[config.mk]
export PLATFORM = sky130hd
export DESIGN_NAME = mbf_fir_cfg_rx_flat
export DESIGN_NICKNAME = d
export VERILOG_FILES = /design/src/rtl/mbf_pkg.sv /design/src/rtl/mbf_fir_cfg_rx_if.sv /design/src/rtl/mbf_coef_bank.sv /design/src/rtl/mbf_fir_cfg_rx.sv /design/src/flat_wrapper.sv
export SDC_FILE = /design/constraint.sdc
export NUM_CORES = 2
export LEC_CHECK = 0
export CORE_MARGIN = 3
export CORE_UTILIZATION = 60
export CTS_BUF_LIST = sky130_fd_sc_hd__clkbuf_16
export CTS_CLUSTER_SIZE = 40
export DETAILED_ROUTE_END_ITERATION = 10
export GPL_TIMING_DRIVEN = 0
export PLACE_DENSITY = 0.79
export SLEW_MARGIN = 20
export SYNTH_ARGS = -nofsm -noshare
export SYNTH_HDL_FRONTEND = slang
export SYNTH_SLANG_ARGS = --single-unit
[constraint.sdc]
create_clock -name CLK -period 71.4 [get_ports CLK]
set_input_delay 7.14 -clock CLK [delete_from_list [all_inputs] [get_ports CLK]]
set_output_delay 7.14 -clock CLK [all_outputs]
set_load 0.01 [all_outputs]
[src/rtl/mbf_pkg.sv]
// Shared definitions for the FIR configuration receiver: default sizes,
// the read address width and the load/commit state encoding.
package mbf_pkg;
    localparam int FIR_CONFIG_DATA_WIDTH = 24;
    localparam int FILTER_MAX_ORDER      = 32;
    localparam int ADDR_W                = 6;

    typedef enum logic [1:0] {
        ST_IDLE   = 2'd0,
        ST_LOAD   = 2'd1,
        ST_PEND   = 2'd2,
        ST_COMMIT = 2'd3
    } fsm_state_e;
endpackage

[src/rtl/mbf_fir_cfg_rx_if.sv]
// Config stream, busy handshake and coefficient read port of the FIR config
// receiver; master drives the stream and reads, slave is the receiver.
interface mbf_fir_cfg_rx_if
    import mbf_pkg::*;
#(
    parameter int DW = FIR_CONFIG_DATA_WIDTH,
    parameter int AW = ADDR_W
);
    logic                 isConfigFIR_In;
    logic signed [DW-1:0] Data_ConfigFIR_In;
    logic                 isFilterBusy;
    logic [AW-1:0]        Coef_Addr;
    logic signed [DW-1:0] Coef_Out;
    logic                 isCoefSym_Out;
    logic                 isConfigACKFIR_Out;
    logic                 isConfigDoneFIR_Out;

    modport master (
        output isConfigFIR_In, Data_ConfigFIR_In, isFilterBusy, Coef_Addr,
        input  Coef_Out, isCoefSym_Out, isConfigACKFIR_Out, isConfigDoneFIR_Out
    );

    modport slave (
        input  isConfigFIR_In, Data_ConfigFIR_In, isFilterBusy, Coef_Addr,
        output Coef_Out, isCoefSym_Out, isConfigACKFIR_Out, isConfigDoneFIR_Out
    );
endinterface

[src/rtl/mbf_coef_bank.sv]
// Shadow/active coefficient register pair: loads land in the shadow bank and
// reach the active bank only on a commit strobe; reads are registered.
module mbf_coef_bank
    import mbf_pkg::*;
#(
    parameter int DW    = FIR_CONFIG_DATA_WIDTH,
    parameter int ORDER = FILTER_MAX_ORDER,
    parameter int AW    = ADDR_W
) (
    input  logic                 clk,
    input  logic                 rst,
    input  logic                 wr_en,
    input  logic [AW-1:0]        wr_addr,
    input  logic signed [DW-1:0] wr_data,
    input  logic                 sym_wr_en,
    input  logic                 sym_data,
    input  logic                 commit,
    input  logic [AW-1:0]        rd_addr,
    output logic signed [DW-1:0] rd_data,
    output logic                 sym_out
);
    logic signed [DW-1:0] shadow_q [ORDER+1];
    logic signed [DW-1:0] shadow_d [ORDER+1];
    logic signed [DW-1:0] active_q [ORDER+1];
    logic signed [DW-1:0] active_d [ORDER+1];
    logic                 shadow_sym_q, shadow_sym_d;
    logic                 active_sym_q, active_sym_d;
    logic signed [DW-1:0] rd_data_q, rd_data_d;

    always_comb begin
        shadow_d = shadow_q;
        for (int i = 0; i <= ORDER; i++) begin
            if (wr_en && (wr_addr == AW'(i))) begin
                shadow_d[i] = wr_data;
            end
        end
        shadow_sym_d = sym_wr_en ? sym_data : shadow_sym_q;
    end

    always_comb begin
        if (commit) begin
            active_d = shadow_q;
        end else begin
            active_d = active_q;
        end
        active_sym_d = commit ? shadow_sym_q : active_sym_q;
    end

    // Addresses past the last tap match no entry and therefore read as zero.
    always_comb begin
        rd_data_d = '0;
        for (int i = 0; i <= ORDER; i++) begin
            if (rd_addr == AW'(i)) begin
                rd_data_d = active_q[i];
            end
        end
    end

    always_ff @(posedge clk or posedge rst) begin
        if (rst) begin
            for (int i = 0; i <= ORDER; i++) begin
                shadow_q[i] <= '0;
                active_q[i] <= '0;
            end
            shadow_sym_q <= 1'b0;
            active_sym_q <= 1'b0;
            rd_data_q    <= '0;
        end else begin
            shadow_q     <= shadow_d;
            active_q     <= active_d;
            shadow_sym_q <= shadow_sym_d;
            active_sym_q <= active_sym_d;
            rd_data_q    <= rd_data_d;
        end
    end

    assign rd_data = rd_data_q;
    assign sym_out = active_sym_q;
endmodule

[src/rtl/mbf_fir_cfg_rx.sv]
// FIR configuration receiver: frames a strobed stream of coefficients plus a
// symmetry word into a shadow bank and commits it once the filter is idle.
module mbf_fir_cfg_rx #(
    parameter int FIR_CONFIG_DATA_WIDTH = mbf_pkg::FIR_CONFIG_DATA_WIDTH,
    parameter int FILTER_MAX_ORDER      = mbf_pkg::FILTER_MAX_ORDER
) (
    input logic             CLK,
    input logic             RST,
    mbf_fir_cfg_rx_if.slave bus
);
    import mbf_pkg::*;

    localparam int            AW      = ADDR_W;
    localparam logic [AW-1:0] SYM_IDX = AW'(FILTER_MAX_ORDER + 1);

    fsm_state_e    state_q, state_d;
    logic [AW-1:0] cnt_q, cnt_d;
    logic          wr_en, sym_wr_en, commit, ack, done;
    logic          strobe;

    assign strobe = bus.isConfigFIR_In;

    always_ff @(posedge CLK or posedge RST) begin
        if (RST) begin
            state_q <= ST_IDLE;
            cnt_q   <= '0;
        end else begin
            state_q <= state_d;
            cnt_q   <= cnt_d;
        end
    end

    // A strobe in any state restarts framing at word 0; COMMIT still finishes.
    always_comb begin
        state_d = state_q;
        cnt_d   = cnt_q;
        case (state_q)
            ST_IDLE: begin
                if (strobe) begin
                    state_d = ST_LOAD;
                    cnt_d   = '0;
                end
            end
            ST_LOAD: begin
                if (strobe) begin
                    cnt_d = '0;
                end else if (cnt_q == SYM_IDX) begin
                    state_d = ST_PEND;
                end else begin
                    cnt_d = cnt_q + AW'(1);
                end
            end
            ST_PEND: begin
                if (strobe) begin
                    state_d = ST_LOAD;
                    cnt_d   = '0;
                end else if (!bus.isFilterBusy) begin
                    state_d = ST_COMMIT;
                end
            end
            ST_COMMIT: begin
                state_d = strobe ? ST_LOAD : ST_IDLE;
                cnt_d   = '0;
            end
            default: begin
                state_d = ST_IDLE;
                cnt_d   = '0;
            end
        endcase
    end

    always_comb begin
        wr_en     = (state_q == ST_LOAD) && !strobe && (cnt_q != SYM_IDX);
        sym_wr_en = (state_q == ST_LOAD) && !strobe && (cnt_q == SYM_IDX);
        commit    = (state_q == ST_COMMIT);
        done      = commit;
        ack       = (state_q == ST_LOAD) || (state_q == ST_PEND) || (commit && strobe);
    end

    mbf_coef_bank #(
        .DW    (FIR_CONFIG_DATA_WIDTH),
        .ORDER (FILTER_MAX_ORDER),
        .AW    (AW)
    ) u_bank (
        .clk       (CLK),
        .rst       (RST),
        .wr_en     (wr_en),
        .wr_addr   (cnt_q),
        .wr_data   (bus.Data_ConfigFIR_In),
        .sym_wr_en (sym_wr_en),
        .sym_data  (bus.Data_ConfigFIR_In != '0),
        .commit    (commit),
        .rd_addr   (bus.Coef_Addr),
        .rd_data   (bus.Coef_Out),
        .sym_out   (bus.isCoefSym_Out)
    );

    assign bus.isConfigACKFIR_Out  = ack;
    assign bus.isConfigDoneFIR_Out = done;
endmodule

[src/flat_wrapper.sv]
// flat-port wrapper written by rule: the top's interface ports become plain ports
module mbf_fir_cfg_rx_flat import mbf_pkg::*;
#(
    parameter int FIR_CONFIG_DATA_WIDTH = mbf_pkg::FIR_CONFIG_DATA_WIDTH,
    parameter int FILTER_MAX_ORDER      = mbf_pkg::FILTER_MAX_ORDER
)
  (CLK, RST, bus_isConfigFIR_In, bus_Data_ConfigFIR_In, bus_isFilterBusy, bus_Coef_Addr, bus_Coef_Out, bus_isCoefSym_Out, bus_isConfigACKFIR_Out, bus_isConfigDoneFIR_Out);
  mbf_fir_cfg_rx_if #(.DW((FIR_CONFIG_DATA_WIDTH)), .AW(ADDR_W)) bus_i ();
  input logic CLK;
  input logic RST;
  input wire logic [$bits(bus_i.isConfigFIR_In)-1:0] bus_isConfigFIR_In;
  input wire logic [$bits(bus_i.Data_ConfigFIR_In)-1:0] bus_Data_ConfigFIR_In;
  input wire logic [$bits(bus_i.isFilterBusy)-1:0] bus_isFilterBusy;
  input wire logic [$bits(bus_i.Coef_Addr)-1:0] bus_Coef_Addr;
  output wire logic [$bits(bus_i.Coef_Out)-1:0] bus_Coef_Out;
  output wire logic [$bits(bus_i.isCoefSym_Out)-1:0] bus_isCoefSym_Out;
  output wire logic [$bits(bus_i.isConfigACKFIR_Out)-1:0] bus_isConfigACKFIR_Out;
  output wire logic [$bits(bus_i.isConfigDoneFIR_Out)-1:0] bus_isConfigDoneFIR_Out;
  assign bus_i.isConfigFIR_In = bus_isConfigFIR_In;
  assign bus_i.Data_ConfigFIR_In = bus_Data_ConfigFIR_In;
  assign bus_i.isFilterBusy = bus_isFilterBusy;
  assign bus_i.Coef_Addr = bus_Coef_Addr;
  assign bus_Coef_Out = bus_i.Coef_Out;
  assign bus_isCoefSym_Out = bus_i.isCoefSym_Out;
  assign bus_isConfigACKFIR_Out = bus_i.isConfigACKFIR_Out;
  assign bus_isConfigDoneFIR_Out = bus_i.isConfigDoneFIR_Out;
  mbf_fir_cfg_rx #(.FIR_CONFIG_DATA_WIDTH(FIR_CONFIG_DATA_WIDTH), .FILTER_MAX_ORDER(FILTER_MAX_ORDER)) u_core (.CLK(CLK), .RST(RST), .bus(bus_i));
endmodule
==> results.md <==
* Highest clock rate at 64.3 MHz
* Initial antenna violation count at 22
* Final hold vios at 0
* Slowest cell on the critical path: clkdlybuf4s50_1
* Worst EP required at 64.26 ns
* Area Growth Syn to Fin at 11.7%
* Final setup TNS at 0 ns
* Placed cells at 6,260
* Status: complete, no violations
* Grt ovf at 0
* Clk pin slew, worst setup/hold paths at 0.06 ns
* Post-route clock skew at 0.0365 ns
* Worst Hold Class: reg -> reg
* Row cnt at 122
* Cts hold-fix bufs at 0
* DRT antenna net count at 0
* First-pass GRT wire length at 327,000 um
* Die width at 342 um
* DRC Markers at 0
* MaxCap Viol Count at 0
* Synth unique cells at 88
* GRT Overall Usage at 39.5%
* Clock Tree Root: clkbuf_16
* Syn Nets at 4,741
* Dpl hpwl at 158,000 um
* Die Y at 342 um
* Hold WS at 0.476 ns
* Most Frequent Cell on Critical Path: clkdlybuf4s50_1
* WP data arrival at 8.41 ns
* Setup ws final at 55.85 ns
* Drt via density at 6.92
* Synth Cell Area at 67,900 sq um
* Post-CTS sizing at 0
* Routability cong. at 0.990
* Setup CP Type: in -> out
* Max VDD drop at 0.0301 mV
* Worst path cell trace: clkdlybuf4s50_1 -> a21o_1 -> clkdlybuf4s50_1
* PD cells at 29.4 nW/um^2
* Maximum buffer depth of the clock tree at 3
* Startpoint Class: primary input
* Async SR Flop Fraction at 100%
* 1st-pass router iterations at 8
* Final setup viols at 0
* Initial core utilization at 60.9%
* CTS Buf Count at 161
* Pre-CTS WS at 55.85 ns
* Via count at 45,481
* 1st-iter DRT viols at 5,704
* Sequential fraction of the synthesis area at 59.7%
* Fin crit period at 15.55 ns
* LEAKAGE at 37.4 nW
* Tightest Pin Transition at 1.36 ns
* Slew Viols, Final at 0
* Cell Count, Final, Fillers Out at 6,573
* Nets at 4,980
* WL final at 231,000 um
* Slew Limit Headroom at 7.06%
* Post-Synthesis Cells at 4,697
* Crit share post-route at 21.8%
* Vias in the first global route at 45,541
* Postcts setup bufs at 0
* Post-layout util at 68.0%
* # port buffers at 57
* Die ar. at 117,000 sq um
* Synthesis Warnings at 0
* Core Box Area at 111,000 sq um
* CTS H-tree lvls at 4
* CTS Sinks at 1,618
* Routed WL per cell at 35.2 um
* Layout cells sized above 1 at 41.3%
* Met2 WL at 100,000 um
* WL met1 at 82,600 um
* Largest net degree at the start of global routing at 112
* CTS tree: yes
* Slowest stage delay, CP at 0.58 ns
* Mean post-synth cell area at 14.4 sq um
* CP max FO at 6
* Synth Register Bits at 1,618
* Synth Flop Type: dfrtp_1
* DR top layer: met5
* Post-synth EDFFs at 0
* Clock Latency Late Sink at 0.81 ns
* RSZ-0062 raised after global routing: no
* Critical path endpoint category: primary output
* Met3 wire length at 28,200 um
* Top Ports at 61
==> worst max-delay path: cells and delay by family <==
kind / cells / cell delay [ns]
buf+inv: 2 / 1.12
compound gates: 1 / 0.15
==> flip-flops by register name (all words and copies together), names as in the netlist <==
signal / flops
u_core.u_bank.rd_data: 24
u_core.u_bank.shadow_sym_q: 1
u_core.u_bank.active_q: 792
u_core.u_bank.sym_out: 1
u_core.state_q: 2
u_core.u_bank.shadow_q: 792
u_core.cnt_q: 6
==> where the power goes <==
| group | leakage [nW] | switching, mW | internal (mW) | total, mW |
|---|---|---|---|---|
| Sequential | 22.3 | 0.0310 | 0.977 | 1.01 |
| Clock | 2.58 | 0.366 | 0.446 | 0.813 |
| Combinational | 12.5 | 0.251 | 0.156 | 0.407 |
==> through the flow <==
stage	area (sq um)	power, mW
6_report	75800	2.23
2_1_floorplan	67900	1.27
3_5_place_dp	70800	1.42
3_3_place_gp	70300	1.41
5_1_grt	75800	2.28
4_1_cts	75700	2.22
==> cell type report <==
| cell class | count | area [sq um] |
|---|---|---|
| inverter | 22 | 90.1 |
| timing repair buffer | 76 | 1050 |
| buffer | 373 | 1750 |
| fill | 7737 | 35600 |
| tap | 1488 | 1860 |
| sequential | 1618 | 40500 |
| multi-input combinational | 2684 | 25600 |
| clock buffer | 166 | 4150 |
| clock inverter | 127 | 796 |
| antenna | 19 | 47.5 |
==> metal layers <==
layer / track usage, % / vias to the layer above
li1: - / 17630
met2: 57.1 / 3192
met4: 28.4 / 14
met1: 49.6 / 23709
met3: 13.6 / 936
met5: 0 / -
==> logic make-up after synthesis <==
group / after synthesis / share of synthesized area [%]
flops: 1618 / 59.7
buf+inv: 395 / 2.69
fa+ha+maj: 10 / 0.184
simple gates: 372 / 2.73
compound gates: 590 / 5.76
mux: 1712 / 29.0
==> worst paths after layout <==
check	slack, ns	from	endpoint	depth (start not counted)
setup / recovery	55.85	bus_isConfigFIR_In	bus_isConfigACKFIR_Out	3
hold / removal	0.48	u_core.u_bank.shadow_q[69]	u_core.u_bank.active_q[69]	2
setup reg to reg	67.50	u_core.state_q[0]	u_core.u_bank.active_q[67]	6
hold reg to reg	0.48	u_core.u_bank.shadow_q[69]	u_core.u_bank.active_q[69]	2
max in group asynchronous	62.42	RST	u_core.u_bank.shadow_q[789]	6
min in group asynchronous	6.76	RST	u_core.u_bank.active_q[300]	2
==> placed cells by master (no fill, tap or decap), drive strengths merged, types with 13 or more instances in the layout <==
| cell type | n |
|---|---|
| mux2i | 52 |
| o21ai | 152 |
| nor2b | 18 |
| nand3 | 24 |
| a31oi | 16 |
| o211ai | 22 |
| mux4 | 40 |
| a22oi | 38 |
| clkinv | 73 |
| nand2 | 140 |
| a221oi | 27 |
| dfrtp | 1618 |
| a211oi | 23 |
| nor3 | 20 |
| clkbuf | 378 |
| clkdlybuf4s50 | 54 |
| buf | 183 |
| mux2 | 1620 |
| o22ai | 57 |
| inv | 67 |
| and2 | 13 |
| a21oi | 123 |
| o221ai | 26 |
| nor2 | 99 |
| diode | 19 |
==> cell usage after synthesis, types with 24 or more instances <==
cell      number  area share, %
mux2_2      1619             27
dfrtp_1     1618             60
clkbuf_1     212            1.2
nand2_1      138           0.76
o21ai_0      136            1.0
a21oi_1      122           0.90
buf_2        110           0.81
nor2_1        94           0.52
o22ai_1       57           0.53
mux2i_1       52           0.77
mux4_2        40            1.3
a22oi_1       38           0.42
o221ai_1      26           0.34
a221oi_1      25           0.32
buf_4         24           0.27
nand3_1       24           0.18
(Power assumes the default switching activity.)
